## src/rtl/gemm_stream_adapter_pkg.sv

```systemverilog
// Shared constants for the GEMM stream adapter: lane count, default widths and
// the width of one buffered result frame.
package gemm_stream_adapter_pkg;

    localparam int NUM_LANES        = 4;
    localparam int DEF_EXP_WIDTH    = 4;
    localparam int DEF_SIG_WIDTH    = 4;
    localparam int DEF_GEMM_LATENCY = 5;
    localparam int DEF_DEPTH        = 4;

    // One frame entry holds all real lanes, all imag lanes and the frame mode.
    function automatic int entry_width(input int fw);
        return 2 * NUM_LANES * fw + 1;
    endfunction

endpackage

```

## src/rtl/gemm_frame_fifo.sv

```systemverilog
// Synchronous frame FIFO for captured GEMM results, DEPTH entries of WIDTH bits.
// Storage is cleared on reset so dout reads as zero until the first write.
module gemm_frame_fifo #(
    parameter int WIDTH = 73,
    parameter int DEPTH = 4
) (
    input  logic                       clk,
    input  logic                       rst,
    input  logic                       wr_en,
    input  logic [WIDTH-1:0]           din,
    input  logic                       rd_en,
    output logic [WIDTH-1:0]           dout,
    output logic                       empty,
    output logic                       full,
    output logic [$clog2(DEPTH+1)-1:0] count
);

    localparam int AW = (DEPTH > 1) ? $clog2(DEPTH) : 1;
    localparam int CW = $clog2(DEPTH + 1);

    logic [WIDTH-1:0] mem [DEPTH];
    logic [AW-1:0]    wr_ptr;
    logic [AW-1:0]    rd_ptr;
    logic             do_wr;
    logic             do_rd;

    function automatic logic [AW-1:0] next_ptr(input logic [AW-1:0] p);
        return (p == AW'(DEPTH - 1)) ? '0 : p + AW'(1);
    endfunction

    always_comb begin
        do_rd = rd_en && !empty;
        do_wr = wr_en && !full;
    end

    always_ff @(posedge clk or negedge rst) begin
        if (!rst) begin
            wr_ptr <= '0;
            rd_ptr <= '0;
            count  <= '0;
            for (int i = 0; i < DEPTH; i++) begin
                mem[i] <= '0;
            end
        end else begin
            if (do_wr) begin
                mem[wr_ptr] <= din;
                wr_ptr      <= next_ptr(wr_ptr);
            end
            if (do_rd) begin
                rd_ptr <= next_ptr(rd_ptr);
            end
            case ({do_wr, do_rd})
                2'b10:   count <= count + CW'(1);
                2'b01:   count <= count - CW'(1);
                default: ;
            endcase
        end
    end

    assign dout  = mem[rd_ptr];
    assign empty = (count == '0);
    assign full  = (count == CW'(DEPTH));

endmodule

```

## src/rtl/gemm_stream_adapter.sv

```systemverilog
// Stream front/back end for the GEMM small-DFT datapath: packs four samples per
// frame, issues credit-gated GEMM starts, captures results and re-serialises them.
module gemm_stream_adapter
    import gemm_stream_adapter_pkg::*;
#(
    parameter int expWidth    = DEF_EXP_WIDTH,
    parameter int sigWidth    = DEF_SIG_WIDTH,
    parameter int formatWidth = expWidth + sigWidth + 1,
    parameter int GEMM_LAT    = DEF_GEMM_LATENCY,
    parameter int DEPTH       = DEF_DEPTH
) (
    input  logic                             clk,
    input  logic                             rst,
    input  logic                             s_valid,
    output logic                             s_ready,
    input  logic [formatWidth-1:0]           s_real,
    input  logic [formatWidth-1:0]           s_imag,
    input  logic                             s_mode,
    output logic                             g_start,
    output logic                             g_control,
    output logic [NUM_LANES*formatWidth-1:0] g_in_real,
    output logic [NUM_LANES*formatWidth-1:0] g_in_imag,
    input  logic [NUM_LANES*formatWidth-1:0] g_out_real,
    input  logic [NUM_LANES*formatWidth-1:0] g_out_imag,
    output logic                             m_valid,
    input  logic                             m_ready,
    output logic [formatWidth-1:0]           m_real,
    output logic [formatWidth-1:0]           m_imag,
    output logic                             m_last,
    output logic                             m_mode
);

    localparam int ENTRY_W = entry_width(formatWidth);
    localparam int RES_W   = $clog2(DEPTH + 1);

    logic [2:0]                                 cnt;
    logic [NUM_LANES-1:0][formatWidth-1:0]      pk_real;
    logic [NUM_LANES-1:0][formatWidth-1:0]      pk_imag;
    logic [NUM_LANES-1:0][formatWidth-1:0]      frame_real;
    logic [NUM_LANES-1:0][formatWidth-1:0]      frame_imag;
    logic                                       pk_mode;
    logic                                       accept;
    logic                                       frame_full;
    logic                                       busy;
    logic                                       issue;
    logic                                       capture;
    logic                                       pop;
    logic [GEMM_LAT-1:0]                        trk;
    logic [RES_W-1:0]                           reserved;
    logic [RES_W-1:0]                           fifo_count;
    logic [1:0]                                 lane;
    logic                                       fifo_empty;
    logic                                       fifo_full;
    logic [ENTRY_W-1:0]                         fifo_din;
    logic [ENTRY_W-1:0]                         fifo_dout;
    logic [NUM_LANES-1:0][formatWidth-1:0]      out_real;
    logic [NUM_LANES-1:0][formatWidth-1:0]      out_imag;
    logic                                       out_mode;

    // A frame may issue on the same edge its 4th sample arrives; a mode change
    // must wait for an empty pipeline because GEMM samples control in several stages.
    always_comb begin
        s_ready    = (cnt < 3'd4);
        accept     = s_valid && s_ready;
        frame_full = (cnt == 3'd4) || ((cnt == 3'd3) && accept);
        frame_real = pk_real;
        frame_imag = pk_imag;
        if (cnt == 3'd3) begin
            frame_real[3] = s_real;
            frame_imag[3] = s_imag;
        end
        busy    = g_start || (trk != '0);
        issue   = frame_full && (reserved < RES_W'(DEPTH)) && ((pk_mode == g_control) || !busy);
        capture = trk[GEMM_LAT-1];
        pop     = m_valid && m_ready && (lane == 2'd3);
    end

    always_ff @(posedge clk or negedge rst) begin
        if (!rst) begin
            cnt     <= '0;
            pk_real <= '0;
            pk_imag <= '0;
            pk_mode <= 1'b0;
        end else begin
            if (accept) begin
                pk_real[cnt[1:0]] <= s_real;
                pk_imag[cnt[1:0]] <= s_imag;
                if (cnt == 3'd0) begin
                    pk_mode <= s_mode;
                end
            end
            if (issue) begin
                cnt <= '0;
            end else if (accept) begin
                cnt <= cnt + 3'd1;
            end
        end
    end

    // reserved counts frames issued but not yet fully output, so capture never overflows.
    always_ff @(posedge clk or negedge rst) begin
        if (!rst) begin
            g_start   <= 1'b0;
            g_control <= 1'b0;
            g_in_real <= '0;
            g_in_imag <= '0;
            trk       <= '0;
            reserved  <= '0;
        end else begin
            g_start <= issue;
            trk     <= (trk << 1) | GEMM_LAT'(g_start);
            if (issue) begin
                g_in_real <= frame_real;
                g_in_imag <= frame_imag;
                g_control <= pk_mode;
            end
            case ({issue, pop})
                2'b10:   reserved <= reserved + RES_W'(1);
                2'b01:   reserved <= reserved - RES_W'(1);
                default: ;
            endcase
        end
    end

    always_ff @(posedge clk or negedge rst) begin
        if (!rst) begin
            lane <= '0;
        end else if (m_valid && m_ready) begin
            lane <= lane + 2'd1;
        end
    end

    // Every in-flight frame shares g_control, so it doubles as the tracker's mode bit.
    assign fifo_din = {g_out_real, g_out_imag, g_control};

    gemm_frame_fifo #(
        .WIDTH (ENTRY_W),
        .DEPTH (DEPTH)
    ) u_fifo (
        .clk   (clk),
        .rst   (rst),
        .wr_en (capture),
        .din   (fifo_din),
        .rd_en (pop),
        .dout  (fifo_dout),
        .empty (fifo_empty),
        .full  (fifo_full),
        .count (fifo_count)
    );

    assign {out_real, out_imag, out_mode} = fifo_dout;
    assign m_valid = !fifo_empty;
    assign m_real  = out_real[lane];
    assign m_imag  = out_imag[lane];
    assign m_mode  = out_mode;
    assign m_last  = m_valid && (lane == 2'd3);

    assert property (@(posedge clk) disable iff (!rst) capture |-> !fifo_full);
    assert property (@(posedge clk) disable iff (!rst) fifo_count <= reserved);

endmodule

```

## config.mk

```make
export PLATFORM = sky130hd
export DESIGN_NAME = gemm_stream_adapter
export DESIGN_NICKNAME = d
export VERILOG_FILES = /design/src/rtl/gemm_stream_adapter_pkg.sv /design/src/rtl/gemm_frame_fifo.sv /design/src/rtl/gemm_stream_adapter.sv
export SDC_FILE = /design/constraint.sdc
export NUM_CORES = 1
export LEC_CHECK = 0
export BUFFER_PORTS_ARGS = -buffer_cell sky130_fd_sc_hd__buf_2
export CAP_MARGIN = 20
export CORE_ASPECT_RATIO = 0.75
export CORE_MARGIN = 2
export CORE_UTILIZATION = 59
export DETAILED_ROUTE_END_ITERATION = 7
export GPL_ROUTABILITY_DRIVEN = 0
export GPL_TIMING_DRIVEN = 0
export PLACE_DENSITY = 0.79
export SKIP_CTS_REPAIR_TIMING = 1
export SYNTH_ARGS = -nofsm -noshare
export SYNTH_HDL_FRONTEND = slang
export SYNTH_HIERARCHICAL = 1
export SYNTH_SLANG_ARGS = --single-unit
```

## constraint.sdc

```tcl
create_clock -name clk -period 3.2 [get_ports clk]
set_input_delay 0.16 -clock clk [delete_from_list [all_inputs] [get_ports clk]]
set_output_delay 0.16 -clock clk [all_outputs]
set_load 0.03 [all_outputs]
```

==> results.md, run 1 <==
- Ys flop type: dfrtp_1
- Synth Area in Compound Gates: around 1.0%
- Finished Layout Cells: a little under 2,000
- Worst EP arrival: approximately 2.9 ns
- Initial Util: 59.9%
- Post-synth EDFFs: 0
- Slack of the critical path: about 0.13 ns
- Tightest Hold Check Type: in2async
- Crit-path cells: clkbuf_4 -> buf_2 -> mux4_2 -> mux4_2 -> buf_2
- DP Cell Count: 1,817
- Commonest non-fill, non-tap cell in the layout: dfrtp_1
- Placed Instance Area: about 0.022 mm^2
- CTS tree: yes
- Total Routing Usage GR: around 25%
- Setup Viol. Count Final: 0
- Worst-path clk slew: roughly 0.06 ns
- Psw: around 9000 uW
- Vias in the first global route: around 12,000
- Register bit total from synthesis: between 400 and 500
- R2r startpoint: cnt[0]
- Fin crit share: between 90% and 100%
- Worst Path Required: slightly above 3 ns
- Maximum VDD drop: between 600 and 700 uV
- Area of the mapped netlist: 0.0201 mm^2
- Clock Path Buffers: 3
- H-Tree Depth: 2
- Drt pass-1 iters: 5
- Final Hold Vio Count: 0
- Cell count after synthesis: between 1,000 and 1,500
- Slew HR: approximately 36%
- Die area: 0.0355 mm^2
- Main combinational cell family by area after synthesis: multiplexers
- Unrepaired setup endpoints after global routing: no
- Remaining global-route overflow: 0
- NumNets Final: about 1,600
- First-pass GRT wire length: approximately 68,000 um
- DRT Wirelength: around 44,000 um
- Buffers on Ports: 190
- Antenna violations before repair: 0
- CP peak stage delay: between 0.5 and 0.6 ns
- Worst-skew pair later-pin latency: 0.55 ns
- Worst setup EP type: output pin
- Max stage delay cell, worst path: mux4_2
- XOR/XNOR Fraction of Synth Area: less than 1%
- Place WS: 0.0478 ns
- Area growth syn-to-layout: 20.0%
- Max Freq: roughly 0.33 GHz
- Final Max Slew Viols: 0
- Skew final: between 0.015 and 0.02 ns
- Layout cells sized above 1: ~55%
- Post-Synth Adder-Cell Area: slightly above 1%
- Power Density: 1090 mW/mm^2
- Synth Area in Simple Gates: less than 1%
- Switching share of power: between 30% and 40%
- Worst R2R Path Depth: 13
- Die H: 164 um
- DRC: 0
- Synth top area share: between 50% and 60%
- MaxCap Viol Count: 0
- CTS buffer count: between 40 and 50
- Yosys cell types: 33
- ANT cells: 0
- Clock share of power: between 15 and 20%
- Synth Area per Inst: about 17 um^2
- DR WL/cell: 22.3 um
- Yosys warnings: 6
- Largest area contributor in the netlist: dfrtp_1
- DP HPWL: about 30,000 um
- I/O pin cnt: about 190
- Top cells by area, synth: dfrtp_1, mux2_2, mux4_2, mux2_4, clkbuf_8
- Comb power frac: between 40% and 50%
- Critical path class: reg2out
- Synth async-reset ratio: 100%
- Worst-Margin Slew: ~0.95 ns
- Final hold slack: between 0.2 and 0.3 ns
- Sequential share of the synthesized area: about 57%
- Die Width: around 220 um
- Static leakage: 0.0110 uW
- Via count: around 11,000
- Minimum clock period: slightly above 3 ns
- Number of core rows: a little under 60
- Sequential Power Share: ~38%
- Fin area: approximately 0.024 mm^2
- Vias per inst: approximately 5.7
- Worst R2R End: reserved[2]
- Synth Net Count: ~1,300
- Cell Int Power: 17,300 uW
- R2R setup slack: 0.47 ns
- Most frequent cells in the layout: dfrtp_1, mux2_2, buf_2, dlygate4sd3_1, mux4_2
- CP startpoint kind: register
- Post-synthesis mux area share: around 36%
- Number of DRC markers in iteration 0: between 700 and 800
- Critical path peak fanout: 10
- Routed Antenna Nets: 0
- CORE AREA: ~0.034 mm^2
- Largest net degree at the start of global routing: 123
- Outcome: completed
- Clock root buffer: clkbuf_16
- Clk sink count: 459
[Yosys cell counts (4+ instances only)]
| master | number |
|---|---|
| ha_1 | 13 |
| buf_12 | 5 |
| buf_6 | 6 |
| nor2_2 | 4 |
| mux2_2 | 378 |
| mux2_4 | 47 |
| inv_1 | 13 |
| mux4_2 | 91 |
| nor2_1 | 9 |
| dfrtp_1 | 459 |
| xor2_1 | 4 |
| nand2_1 | 11 |
| o21ai_0 | 36 |
| buf_2 | 15 |
| clkbuf_1 | 11 |
| mux2i_1 | 20 |
| xnor2_1 | 5 |
| clkbuf_8 | 24 |
| buf_1 | 4 |
[layout make-up]
cell class	count	area, um^2
inverters	14	60.1
repair buffers	287	1980
well taps	450	563
plain buffers	65	654
multi-input cells	635	7890
clock buffers	66	1310
clock inverters	14	151
fillers	2173	9430
flip-flops and latches	459	11500
[metrics by stage]
stage               total power (uW)  util (%)  setup TNS, ns
global placement               20500      64.4       -3180.19
global route                   27600      71.9              0
CTS                            26300      69.0          -4.82
floorplan                      17900         -              0
finish                         26300      71.9              0
detailed placement             21000      64.7              0
[power by group through the flow]
stage | logic (uW) | registers (uW) | clock network, uW
after floorplan | 7490 | 10400 | 0
after global placement | 10600 | 9870 | 0
after detailed placement | 11000 | 10000 | 0
after CTS | 11000 | 9960 | 5360
after global routing | 11700 | 10300 | 5590
final | 11100 | 9990 | 5240
[how the worst max path moves through the flow]
stage	end	from	depth (start not counted)
floorplan	reserved[2]	cnt[0]	14
CTS	m_imag[0]	u_fifo/rd_ptr[1]	5
finish	m_imag[3]	u_fifo/rd_ptr[0]	5
detailed placement	reserved[2]	cnt[0]	14
global route	m_imag[3]	u_fifo/rd_ptr[0]	5
global placement	u_fifo/mem[69]	rst	1
[state kept, by name (all words and copies together) (netlist names)]
signal         flops
g_in_real         36
u_fifo/wr_ptr      2
frame_real        27
u_fifo/mem       292
g_in_imag         36
pk_mode            1
u_fifo/count       3
g_start            1
lane               2
pk_imag            9
u_fifo/rd_ptr      2
reserved           3
pk_real            9
g_control          1
cnt                3
trk                5
frame_imag        27
[routing by layer]
| metal | global-route usage [%] | wire (um) |
|---|---|---|
| met1 | 37.6 | 20300 |
| met2 | 37.8 | 20400 |
| met5 | 0 | 0 |
| met3 | 5.78 | 2850 |
| met4 | 6.69 | 814 |
[logic make-up (layout without fill, tap and decap cells)]
kind of cell / after synthesis / after routing
AOI/OAI and AO/OA: 40 / 40
xor gates and xnor gates: 9 / 9
adders and majority gates: 15 / 15
buffers and inverters: 80 / 446
DFF: 459 / 459
muxes: 536 / 536
and+or+nand+nor: 35 / 35
[worst max-delay path: cells and delay by family (launching register included)]
kind | cells | cell delay, ns
multiplexers | 2 | 1.08
buffers and inverters | 3 | 0.88
flip-flops | 1 | 0.39
Note: power is estimated with default switching activity, not from simulation.
==> run 2, diff against run 1 <==
--- a/config.mk
+++ b/config.mk
@@ -5,6 +5,7 @@
 export SDC_FILE = /design/constraint.sdc
 export NUM_CORES = 1
 export LEC_CHECK = 0
+export ABC_AREA = 1
 export BUFFER_PORTS_ARGS = -buffer_cell sky130_fd_sc_hd__buf_2
 export CAP_MARGIN = 20
 export CORE_ASPECT_RATIO = 0.75
@@ -14,6 +15,7 @@
 export GPL_ROUTABILITY_DRIVEN = 0
 export GPL_TIMING_DRIVEN = 0
 export PLACE_DENSITY = 0.79
+export SETUP_SLACK_MARGIN = 0.15
 export SKIP_CTS_REPAIR_TIMING = 1
 export SYNTH_ARGS = -nofsm -noshare
 export SYNTH_HDL_FRONTEND = slang
==> run 2 against run 1 <==
  * The run now ends with negative hold slack left
  * Wire length increased by 57%
  * Worst hold slack got worse by 0.29 ns
  * First-iteration DRC count increased to 4.1 times the previous value
  * Critical path depth increased by 3
  * Sequential share of layout area decreased by 3.8 points
  * Clock power increased by 5.7%
  * Critical endpoint is now m_real[2]
==> results.md, run 2 <==
- Max Freq: 0.334 GHz
- Remaining global-route overflow: 0
- Crit-path cells: buf_2 -> clkbuf_1 -> a21oi_1 -> o21ai_0 -> nand2_1 -> o21ai_0 -> o22ai_1 -> buf_2
- Max stage delay cell, worst path: dfrtp_1
- Worst-path clk slew: around 0.06 ns
- Placed Instance Area: 0.0238 mm^2
- Worst-Margin Slew: between 1 and 1.5 ns
- DRT Wirelength: roughly 70,000 um
- Area of the mapped netlist: 0.0221 mm^2
- DR WL/cell: between 15 and 20 um
- CP startpoint kind: register
- Clock Path Buffers: 3
- NumNets Final: between 3,000 and 4,000
- Minimum clock period: 2.99 ns
- Synth Net Count: roughly 2,800
- DP HPWL: ~50,000 um
- R2r startpoint: cnt[0]
- CP peak stage delay: roughly 0.42 ns
- DRC: 0
- Die Width: 227 um
- Total Routing Usage GR: about a third
- Via count: ~21,000
- Largest net degree at the start of global routing: approximately 120
- CORE AREA: 0.0369 mm^2
- Clk sink count: between 400 and 500
- Static leakage: 0.0137 uW
- I/O pin cnt: 191
- CP top delay family: buffers and inverters
- First-pass GRT wire length: 106,000 um
- Layout cells sized above 1: around 15%
- Setup Viol. Count Final: 0
- Area growth syn-to-layout: 18.6%
- Maximum VDD drop: between 900 and 1000 uV
- Met2 wire len: roughly 30,000 um
- Commonest non-fill, non-tap cell in the layout: nand2_1
- Worst R2R End: reserved[2]
- Fin crit share: between 90% and 100%
- Slew HR: between 10% and 20%
- WL met3: a little under 9000 um
- Antenna violations before repair: 3
- Unrepaired setup endpoints after global routing: no
- R2R setup slack: ~0.47 ns
- Hold EP: frame_real[3]
- Number of core rows: 61
- DP Cell Count: 3,382
- Failing checks: negative hold slack
- Final Hold Vio Count: 12
- Most frequent cells in the layout: nand2_1, dfrtp_1, buf_2, nand4_1, o21ai_0
- Tightest Hold Check Type: in2reg
- Final Max Slew Viols: 0
- Yosys warnings: 6
- Critical path class: reg2out
- MaxCap Viol Count: 0
- Die area: about 0.039 mm^2
- Filler Cell Count: around 2,900
- Power Density: 1120 mW/mm^2
- Finished Layout Cells: 3,551
- CP bufs+invs: 3
- Buffers on Ports: 190
- Initial Util: roughly 60%
- Number of DRC markers in iteration 0: between 2,000 and 3,000
- Worst R2R Path Depth: 13
- Critical path peak fanout: 10
- Synth Area per Inst: around 8.2 um^2
- CTS tree: yes
- Drt pass-1 iters: 6
- Regs by FF count: u_fifo/mem x292, g_in_imag x36, g_in_real x36
- Setup TNS: 0 ns
- Worst Path Required: ~3.0 ns
- H-Tree Depth: 2
- Worst-skew pair later-pin latency: between 0.5 and 0.6 ns
- Hold_sp: s_real[3]
- Largest register FFs: approximately 300
- Die H: roughly 170 um
- Largest Register: u_fifo/mem
- CTS buffer count: 46
- Routed Antenna Nets: 0
- Cell count after synthesis: around 2,700
- Worst setup EP type: output pin
- Final hold slack: -0.0175 ns
- DRT met1 WL: approximately 29,000 um
- Fin area: about 0.026 mm^2
- Worst EP arrival: 2.83 ns
- Clock root buffer: clkbuf_16
- Vias in the first global route: between 15,000 and 20,000
- Outcome: finished, violations left
- Vias per inst: 5.99
- Worst Hold Depth: 3
- Top routing layer in use: met5
- Skew final: 0.0187 ns
[run 2: worst register-to-register path, delay by kind of cell (launching register included)]
family	cells	cell delay (ns)
XOR/XNOR	1	0.15
AO/OA/AOI/OAI	3	0.32
AND/OR/NAND/NOR	2	0.20
buffers and inverters	3	0.50
adder cells (fa/ha/maj)	4	1.02
flip-flops	1	0.43
[run 2: per-layer routing]
| metal | track usage (%) | vias up |
|---|---|---|
| met4 | 13.1 | 2 |
| met5 | 0 | - |
| met2 | 49.7 | 1284 |
| li1 | - | 9560 |
| met1 | 51.4 | 10200 |
| met3 | 10.6 | 188 |
[run 2: through the flow]
stage / power [uW] / utilization, % / worst slack [ns]
2_1_floorplan: 18800 / - / 0.763
3_3_place_gp: 22700 / 64.0 / -7.07
3_5_place_dp: 23200 / 64.4 / 0.488
4_1_cts: 28800 / 68.5 / 0.186
5_1_grt: 31000 / 70.9 / 0.161
6_report: 29300 / 70.9 / 0.210
[run 2: cell type report]
cell class / instances / area, um^2 / share of cell area (%)
clock buffer: 69 / 1380 / 5.28
antenna: 2 / 5.00 / 0.0191
inverter: 189 / 709 / 2.71
tap: 504 / 631 / 2.41
sequential: 459 / 11500 / 43.9
timing repair buffer: 277 / 1900 / 7.27
clock inverter: 15 / 160 / 0.612
buffer: 224 / 1330 / 5.08
multi-input combinational: 1812 / 8570 / 32.7
[run 2: worst max-delay path by stage]
stage                                start             end  cells past startpoint
after CTS                 u_fifo/rd_ptr[0]       m_real[7]                      8
after floorplan                     cnt[0]     reserved[2]                     13
after global placement                 rst  u_fifo/mem[24]                      1
after detailed placement            cnt[0]     reserved[2]                     13
final                     u_fifo/rd_ptr[1]       m_real[2]                      8
after global routing      u_fifo/rd_ptr[1]       m_real[4]                      8
[run 2: report_power, final]
part | leakage, uW | internal (uW) | switching [uW]
Sequential | 0.00548 | 8570 | 1560
Clock | 0.000767 | 3230 | 2300
Combinational | 0.00749 | 4130 | 9530
Total | 0.0137 | 15900 | 13400
==> run 3, diff against run 2 <==
==> constraint.sdc (replaced) <==
create_clock -name clk -period 2.9 [get_ports clk]
set_input_delay 0.145 -clock clk [delete_from_list [all_inputs] [get_ports clk]]
set_output_delay 0.145 -clock clk [all_outputs]
set_load 0.03 [all_outputs]
==> run 3 against run 2 <==
  * The run still ends with negative hold slack left
  * Flip-flop and latch count stayed put
  * Combinational power rose by 12%
  * Clock skew grew 0.0062 ns
  * Critical path depth is the same
  * Sequential share of layout area decreased by 0.23 points
  * Global-route usage unchanged
  * Cell area grew 0.52%
  * Setup slack got worse by 0.042 ns
==> results.md, run 3 (same netlist as run 2, synthesis figures left out) <==
- Outcome: finished, violations left
- Failing checks: negative hold slack
- Largest net degree at the start of global routing: 123
- First-pass GRT wire length: 106,000 um
- Die H: around 170 um
- Unrepaired setup endpoints after global routing: yes
- Skew final: 0.0249 ns
- Worst-path clk slew: roughly 0.06 ns
- Regs by FF count: u_fifo/mem x292, g_in_imag x36, g_in_real x36
- DRC: 0
- CP startpoint kind: register
- Total Routing Usage GR: 35.3%
- Most frequent cells in the layout: nand2_1, dfrtp_1, nand4_1, buf_2, inv_1
- Power Density: about 1200 mW/mm^2
- Vias in the first global route: 19,400
- Largest Register: u_fifo/mem
- Buffers on Ports: 190
- Antenna violations before repair: 4
- Place WS: 0.188 ns
- Tightest Hold Check Type: in2reg
- Worst setup EP type: output pin
- Switching share of power: roughly 46%
- Worst-skew pair later-pin latency: approximately 0.58 ns
- Static leakage: about 0.014 uW
- Clock Path Buffers: 3
- Final Hold Vio Count: 6
- Largest register FFs: between 200 and 300
- Vias per inst: 6.01
- DR WL/cell: between 15 and 20 um
- Minimum clock period: 2.73 ns
- Hold_sp: s_real[3]
- Area of the multi-input gates: 0.00861 mm^2
- DP HPWL: 49,300 um
- DP Cell Count: about 3,400
- Fin crit share: 94.2%
- CTS tree: yes
- Worst R2R End: reserved[2]
- Worst Hold Depth: 3
- Number of core rows: 61
- Final hold slack: -0.0166 ns
- CTS buffer count: 46
- Critical path class: reg2out
- Fin area: 0.0263 mm^2
- H-Tree Depth: 2
- MaxCap Viol Count: 0
- Critical path peak fanout: 10
- Die Width: about 230 um
- Total design power: between 30,000 and 40,000 uW
- R2r startpoint: cnt[0]
- I/O pin cnt: roughly 190
- Setup Viol. Count Final: 0
- Initial Util: between 50% and 60%
- Clk sink count: 459
- Sequential Power Share: roughly a third
- Hold EP: frame_real[3]
- Area growth syn-to-layout: 19.2%
- NumNets Final: between 3,000 and 4,000
- Routed Antenna Nets: 0
- Clock root buffer: clkbuf_16
- DRT Wirelength: between 70,000 and 80,000 um
- Filler Cell Count: 2,941
- Max Freq: about 0.37 GHz
- CORE AREA: approximately 0.037 mm^2
- Psw: 14,800 uW
- Worst Path Required: about 2.8 ns
- Worst R2R Path Depth: 13
- R2R setup slack: approximately 0.34 ns
- Worst EP arrival: between 2 and 3 ns
- Worst-Margin Slew: 1.31 ns
- Finished Layout Cells: roughly 3,600
- Drt pass-1 iters: 6
- Final Max Slew Viols: 0
- Slew HR: about an eighth
- Number of DRC markers in iteration 0: ~2,900
- Via count: approximately 21,000
- Remaining global-route overflow: 0
- Die area: between 0.03 and 0.04 mm^2
- Placed Instance Area: around 0.024 mm^2
- FF+latch area: 0.0115 mm^2
- Slack of the critical path: 0.168 ns
- Commonest non-fill, non-tap cell in the layout: nand2_1
- Layout cells sized above 1: 15.4%
- Maximum VDD drop: slightly above 1000 uV
- Cell Int Power: 17,700 uW
- Comb power frac: a little under half
- Clock share of power: between 10% and 20%
-- run 3: cell types whose count changed in the layout (fill, tap and decap cells not counted), moves of 2 or more --
cell | before | now
o21ai_1 | 0 | 2
clkbuf_1 | 54 | 45
o22ai_1 | 16 | 10
o22ai_2 | 2 | 8
buf_1 | 15 | 13
buf_6 | 38 | 41
dlygate4sd3_1 | 83 | 86
buf_2 | 297 | 292
clkbuf_4 | 2 | 6
clkbuf_2 | 4 | 13
o21ai_0 | 187 | 185
-- run 3: power groups by stage --
stage / clock network, uW / logic (uW) / registers (uW)
finish: 6110 / 15300 / 11200
global route: 6440 / 16600 / 11500
CTS: 6160 / 14500 / 11100
detailed placement: 0 / 14400 / 11200
global placement: 0 / 14000 / 11100
floorplan: 0 / 9230 / 11500
-- run 3: critical path: stages (launching register included) --
cell and delay, ns:
dfrtp_2 0.46, buf_6 0.17, buf_8 0.17, clkbuf_4 0.22, o211ai_1 0.24, nand2_1 0.09
nor2_1 0.29, o22ai_2 0.19, buf_2 0.21
-- run 3: how the worst max path moves through the flow --
stage	depth (start not counted)	slack, ns	startpoint	endpoint
global placement	1	-7.35	rst	u_fifo/mem[24]
finish	8	0.17	u_fifo/rd_ptr[0]	m_real[4]
CTS	8	-0.1	u_fifo/rd_ptr[0]	m_real[7]
detailed placement	13	0.19	cnt[0]	reserved[2]
floorplan	13	0.46	cnt[0]	reserved[2]
global route	8	0.13	u_fifo/rd_ptr[0]	m_imag[8]
-- run 3: metal layers --
metal  vias up  GRT usage [%]  share of wire, %
met2      1266           49.7                43
met1     10300           51.4                41
met4         4           13.1               3.5
met5         -              0             0.038
met3       186           10.6                12
li1       9565              -                 -
-- run 3: layout make-up --
| type | instances | area share (%) |
|---|---|---|
| Sequential cell | 459 | 43.7 |
| Timing Repair Buffer | 282 | 7.43 |
| Clock buffer | 69 | 5.25 |
| Tap cell | 504 | 2.40 |
| Inverter | 189 | 2.70 |
| Buffer | 224 | 5.22 |
| Multi-Input combinational cell | 1812 | 32.7 |
| Clock inverter | 15 | 0.609 |
| Antenna cell | 2 | 0.0190 |
-- run 3: stage by stage --
stage	setup TNS [ns]	util [%]
2_1_floorplan	0	-
5_1_grt	0	71.2
6_report	0	71.2
3_5_place_dp	0	64.4
3_3_place_gp	-3343.86	64.0
4_1_cts	-0.520	68.5
